<file path="config.mk">
export PLATFORM = sky130hd
export DESIGN_NAME = b2b_event_merger
export DESIGN_NICKNAME = d
export VERILOG_FILES = /design/src/rtl/b2b_event_merger.sv
export SDC_FILE = /design/constraint.sdc
export NUM_CORES = 1
export LEC_CHECK = 0
export CAP_MARGIN = 20
export CORE_AREA = 4 4 417 419
export CTS_CLUSTER_SIZE = 8
export DETAILED_ROUTE_END_ITERATION = 16
export DIE_AREA = 0 0 421 423
export GPL_TIMING_DRIVEN = 1
export PLACE_DENSITY_LB_ADDON = 0.05
export SLEW_MARGIN = 15
export SYNTH_ARGS = -nofsm -noshare
export SYNTH_HDL_FRONTEND = slang
export SYNTH_SLANG_ARGS = --single-unit
</file>
<file path="constraint.sdc">
create_clock -name b2b_clk -period 21.8 [get_ports b2b_clk]
set_input_delay 3.27 -clock b2b_clk [delete_from_list [all_inputs] [get_ports b2b_clk]]
set_output_delay 3.27 -clock b2b_clk [all_outputs]
set_load 0.02 [all_outputs]
</file>
<file path="src/rtl/b2b_event_merger.sv">
// b2b_event_merger: receive end of the board-to-board link.
// Drains TOTAL_INPUT_BOARDS FWFT FIFOs and merges whole events round-robin into one
// output FIFO stream, never interleaving words of two events.
// Optional feature macro: B2B_MERGE_TIMEOUT_EN closes a starved event with a synthetic
// footer after TIMEOUT_CYCLES stalled cycles.
module b2b_event_merger #(
   parameter int unsigned DATA_WIDTH         = 65,
   parameter int unsigned TOTAL_INPUT_BOARDS = 14,
   parameter int unsigned HDR_WORDS          = 1,
   parameter int unsigned CNT_WIDTH          = 32,
   parameter int unsigned TIMEOUT_CYCLES     = 1024
) (
   input  logic                                          b2b_clk,
   input  logic                                          b2b_srst,
   input  logic [TOTAL_INPUT_BOARDS-1:0][DATA_WIDTH-1:0] in_data,
   input  logic [TOTAL_INPUT_BOARDS-1:0]                 in_empty,
   output logic [TOTAL_INPUT_BOARDS-1:0]                 in_ren,
   output logic [DATA_WIDTH-1:0]                         out_data,
   output logic                                          out_wren,
   input  logic                                          out_almost_full,
   output logic [CNT_WIDTH-1:0]                          events_merged,
   output logic [CNT_WIDTH-1:0]                          proto_err_cnt,
   output logic                                          busy
);

   localparam int unsigned SelW = (TOTAL_INPUT_BOARDS > 1) ? $clog2(TOTAL_INPUT_BOARDS) : 1;
   localparam int unsigned HdrW = (HDR_WORDS > 1) ? $clog2(HDR_WORDS) : 1;
   localparam logic [SelW-1:0] LastBoard = SelW'(TOTAL_INPUT_BOARDS - 1);
   localparam logic [HdrW-1:0] LastHdr   = HdrW'(HDR_WORDS - 1);

   typedef enum logic [1:0] {StIdle, StHeader, StBody} state_e;

   state_e                  state_q;
   logic [SelW-1:0]         sel_q;
   logic [SelW-1:0]         rr_ptr_q;
   logic [HdrW-1:0]         hdr_cnt_q;

   logic                    found;
   logic [SelW-1:0]         cand;
   logic                    cand_meta;
   logic                    sel_empty;
   logic [DATA_WIDTH-1:0]   sel_word;
   logic                    sel_meta;
   logic [SelW-1:0]         sel_next;
   logic                    pop;
   logic                    orphan_pop;
   logic                    ev_inc;
   logic                    err_inc;
   logic                    timeout_fire;
   logic [DATA_WIDTH-1:0]   timeout_word;

   function automatic logic [CNT_WIDTH-1:0] sat_inc(input logic [CNT_WIDTH-1:0] v);
      return (&v) ? v : v + 1'b1;
   endfunction

   assign busy      = (state_q != StIdle);
   assign cand_meta = in_data[cand][DATA_WIDTH-1];
   assign sel_empty = in_empty[sel_q];
   assign sel_word  = in_data[sel_q];
   assign sel_meta  = sel_word[DATA_WIDTH-1];
   assign sel_next  = (sel_q == LastBoard) ? '0 : sel_q + 1'b1;

   // Round-robin search: first non-empty board starting at rr_ptr, wrapping modulo N.
   always_comb begin
      logic [SelW:0] idx;
      found = 1'b0;
      cand  = rr_ptr_q;
      idx   = '0;
      for (int unsigned i = 0; i < TOTAL_INPUT_BOARDS; i++) begin
         idx = {1'b0, rr_ptr_q} + (SelW+1)'(i);
         if (idx >= (SelW+1)'(TOTAL_INPUT_BOARDS)) begin
            idx = idx - (SelW+1)'(TOTAL_INPUT_BOARDS);
         end
         if (!found && !in_empty[idx[SelW-1:0]]) begin
            found = 1'b1;
            cand  = idx[SelW-1:0];
         end
      end
   end

   // Pop control: drop an orphan while idle, otherwise pop only the locked board.
   always_comb begin
      in_ren     = '0;
      pop        = 1'b0;
      orphan_pop = 1'b0;
      if (!b2b_srst) begin
         if (state_q == StIdle) begin
            if (found && !cand_meta) begin
               in_ren[cand] = 1'b1;
               orphan_pop   = 1'b1;
            end
         end else if (!sel_empty && !out_almost_full) begin
            in_ren[sel_q] = 1'b1;
            pop           = 1'b1;
         end
      end
   end

   // Counter events: footers (real or synthetic) and protocol errors.
   always_comb begin
      ev_inc  = ((state_q == StBody) && pop && sel_meta) || timeout_fire;
      err_inc = orphan_pop || ((state_q == StHeader) && pop && !sel_meta) || timeout_fire;
   end

`ifdef B2B_MERGE_TIMEOUT_EN
   localparam int unsigned   StallW     = $clog2(TIMEOUT_CYCLES + 1);
   localparam logic [StallW-1:0] StallLimit = StallW'(TIMEOUT_CYCLES);

   logic [StallW-1:0] stall_q;

   assign timeout_word = {1'b1, 8'hEE, {(DATA_WIDTH-9){1'b0}}};
   assign timeout_fire = busy && sel_empty && !out_almost_full && (stall_q == StallLimit);

   // Stall counter: runs while the locked board is empty; any pop or unlock clears it.
   always_ff @(posedge b2b_clk) begin
      if (b2b_srst || !busy || pop || timeout_fire) begin
         stall_q <= '0;
      end else if (sel_empty && (stall_q != StallLimit)) begin
         stall_q <= stall_q + 1'b1;
      end
   end
`else
   logic unused_timeout_cfg;

   assign timeout_word       = '0;
   assign timeout_fire       = 1'b0;
   assign unused_timeout_cfg = ^TIMEOUT_CYCLES;
`endif

   // Arbitration FSM with registered write port and saturating counters.
   always_ff @(posedge b2b_clk) begin
      if (b2b_srst) begin
         state_q       <= StIdle;
         sel_q         <= '0;
         rr_ptr_q      <= '0;
         hdr_cnt_q     <= '0;
         out_data      <= '0;
         out_wren      <= 1'b0;
         events_merged <= '0;
         proto_err_cnt <= '0;
      end else begin
         out_wren <= pop | timeout_fire;
         if (pop) begin
            out_data <= sel_word;
         end else if (timeout_fire) begin
            out_data <= timeout_word;
         end
         if (ev_inc) begin
            events_merged <= sat_inc(events_merged);
         end
         if (err_inc) begin
            proto_err_cnt <= sat_inc(proto_err_cnt);
         end
         unique case (state_q)
            StIdle: begin
               if (found && !orphan_pop) begin
                  sel_q     <= cand;
                  hdr_cnt_q <= '0;
                  state_q   <= StHeader;
               end
            end
            StHeader: begin
               if (timeout_fire) begin
                  state_q  <= StIdle;
                  rr_ptr_q <= sel_next;
               end else if (pop) begin
                  if (hdr_cnt_q == LastHdr) begin
                     state_q <= StBody;
                  end else begin
                     hdr_cnt_q <= hdr_cnt_q + 1'b1;
                  end
               end
            end
            StBody: begin
               if (ev_inc) begin
                  state_q  <= StIdle;
                  rr_ptr_q <= sel_next;
               end
            end
            default: state_q <= StIdle;
         endcase
      end
   end

endmodule

</file>
==> impl_metrics.py <==
metrics = {
    "clock_network": {
        "postCtsHoldBufs": 0,
        "clk_pin_slew_ns": 0.08,
        "postCtsSetupBuffers": 0,
        "cts_resized": 0,
        "h-tree-depth": 4,
        "cts_buffers": 17,
        "clkSinkCount": 140,
        "cts_tree": "done",
        "cts-root-buf": "clkbuf_16",
        "clockBufferDepth": 2,
        "clk_latency_ns": 0.51,
    },
    "drt": {
        "vias": 20900,
        "wirelength_um": 169000,
        "drc": 0,
        "wl_per_cell_um": 33.7,
        "drtAntennaViolNets": 0,
        "drtIter0Drc": 1351,
        "drt_first_pass_iters": 7,
        "via_per_inst": 4.17,
    },
    "setup_path": {
        "endpoint_kind": "output pin",
        "crit_arrival_ns": 10.07,
        "crit_fanout": 15,
        "cpPeakStageDelay_ns": 0.82,
        "cp.required_ns": 18.53,
        "critPathTopFamily": "multiplexers",
        "path_cells": "clkdlybuf4s50_1 > mux2i_1 > mux4_2 > mux2_2 > nand4bb_1 > nor2_1 > a32oi_1 > a311oi_1 > o32ai_2 > buf_4 > mux2_1 > mux4_2 > a221oi_1 > nand3_1 > o32ai_1 > clkdlybuf4s50_1",
        "start_kind": "input port",
        "cp.buffers_inverters": 3,
        "crit_type": "input port to output pin",
        "critical-path-slowest-cell": "clkdlybuf4s50_1",
    },
    "synth": {
        "syn_inst": 1796,
        "synthesis.nets": 2747,
        "seq_area_frac_synth": 0.167,
        "synth_area_leaders": "mux4_2 28%, dfxtp_1 17%, mux2i_1 7.0%",
        "synth_cell_types": 100,
        "synth_top_area_cell": "mux4_2",
        "syn_avg_cell_area_um2": 9.34,
        "synth-edff-count": 0,
        "syn-cell-area_mm2": 0.0168,
        "yosys_register_bits": 140,
        "postSynth.asyncResetShare": 0,
        "ys.flop_type": "dfxtp_1",
        "yosys.area.top_type_share": 0.282,
        "yosysWarningCount": 0,
    },
    "run": {
        "cap_violations": 0,
    },
    "timing": {
        "post-route-min-period_ns": 13.34,
        "max_freq_mhz": 75.0,
        "fin_crit_sh": 0.612,
        "setup_viol": 0,
        "setup_ws_ns": 8.46,
        "final_hold_viol_count": 0,
        "grt_setup_unrepaired": "no",
        "worst_pin_slew_ns": 1.34,
        "maxSlewViolCount": 0,
        "relSlewSlack": 0.0981,
        "hold_slack_ns": 0.459,
        "fin_skew_ns": 0.0148,
        "fin_setup_tns_ns": 0,
    },
    "cells_and_area": {
        "final_cells": 5020,
        "layout_common_cells": "1070 x clkdlybuf4s50_1, 210 x mux4_2, 163 x o21ai_0, 156 x nand2_1, 134 x dfxtp_1",
        "fin_area_mm2": 0.0306,
        "drive_gt1_frac": 0.128,
        "area_delta_synth_final_pct": 82.3,
        "nets": 3716,
        "final_common_cell": "clkdlybuf4s50_1",
        "final_core_util": 0.179,
    },
    "global_routing": {
        "grt_pass1_vias": 21500,
        "grt_max_degree": 99,
        "grt_pass1_wl_um": 220000,
        "grt_usage": 0.183,
        "overflow": 0,
        "antenna_found_initial": 103,
    },
    "placement": {
        "gp_congestion": 0.906,
        "portBuffers": 1071,
        "placed_cells": 4978,
        "place_area_mm2": 0.0300,
        "hpwl_um": 148000,
        "place_ws_ns": 8.56,
    },
    "floorplan": {
        "ios": 1072,
        "fp.dieW_um": 421,
        "start_util": 0.0984,
        "rows": 152,
        "dieArea_mm2": 0.178,
        "core_region_area_mm2": 0.171,
        "dieHeight_um": 423,
    },
    "power_and_ir_drop": {
        "fin_total_pwr_mw": 1.54,
        "peakVddDrop_v": 0.0000690,
        "power_density_mw_per_mm2": 50.5,
        "p_leak_nw": 9.69,
    },
    "status": {
        "outcome": "completed",
    },
    "min_path": {
        "min_path_type": "flip-flop to flip-flop",
    },
}
==> layer usage <==
metal / up-vias / global-route usage / share of wire
met5: - / 0 / 0.0012
met4: 34 / 0.0190 / 0.010
met3: 180 / 0.0332 / 0.047
met2: 815 / 0.346 / 0.53
met1: 10700 / 0.220 / 0.41
li1: 9213 / - / -
==> report_power, final <==
group / internal (mW) / switching, mW / leakage (nW)
clock: 0.161 / 0.157 / 0.282
sequential: 0.281 / 0.0263 / 1.14
combinational: 0.430 / 0.488 / 8.27
==> Yosys cell counts, types with 17 or more instances <==
cell and instances:
o31ai_1 19, a221oi_1 68, or3_1 18, nor3_1 18, o21ai_0 163, nor2_1 102
clkbuf_1 101, nor2b_1 25, inv_1 17, nand2_1 156, mux2i_1 117, xor2_1 27
ha_1 23, a21oi_1 123, buf_1 35, or4_1 19, nand4_1 21, nand3_1 40
mux2_2 23, dfxtp_1 140, mux4_2 210
==> worst register-to-register path, cell delays in order, from the launching register on <==
cell and delay (ns):
dfxtp_1 0.31, buf_4 0.46, inv_1 0.38, ha_1 0.38, buf_4 0.23, inv_1 0.70, ha_1 0.61, a31oi_1 0.20
a22oi_4 0.32, mux2_2 0.41, o211a_1 0.17, or4_4 0.58, or3_1 0.38, nor2_1 0.12, a311oi_1 0.10, o32ai_2 0.31
buf_4 0.27, mux2_1 0.38, mux4_2 0.52, a31o_2 0.42, buf_12 0.25, or4_1 0.53, a21oi_1 0.15
==> area by class of cell <==
cell class              count  area (um2)
fillers                 18900      140000
multi-input cells        1477       13300
repair buffers           1110       11000
flip-flops and latches    140        2820
well taps                2233        2790
clock buffers              18         429
clock inverters            14         146
inverters                  19        71.3
diodes                      9        22.5
==> sequential cells by signal (all words and copies together) (netlist names) <==
register,cells
out_data,65
events_merged,32
proto_err_cnt,32
rr_ptr_q,4
sel_q,4
state_q,2
out_wren,1
==> kinds of logic after synthesis <==
group,share of synthesized area
adders and majority gates,0.0183
AOI/OAI and AO/OA,0.224
buffers and inverters,0.0439
DFF,0.167
and+or+nand+nor,0.148
muxes,0.370
xor gates and xnor gates,0.0284
==> final timing paths <==
path | from | endpoint | slack (ns) | depth (start not counted)
hold / removal | out_data[64]$_SDFFE_PP0P_ | out_data[64]$_SDFFE_PP0P_ | 0.46 | 2
setup reg to reg | rr_ptr_q[0]$_SDFFE_PP0P_ | proto_err_cnt[15]$_SDFFE_PP0P_ | 13.55 | 22
hold reg to reg | out_data[64]$_SDFFE_PP0P_ | out_data[64]$_SDFFE_PP0P_ | 0.46 | 2
setup / recovery | in_empty[9] | in_ren[5] | 8.46 | 16
Power figures use the tool's default switching activity.
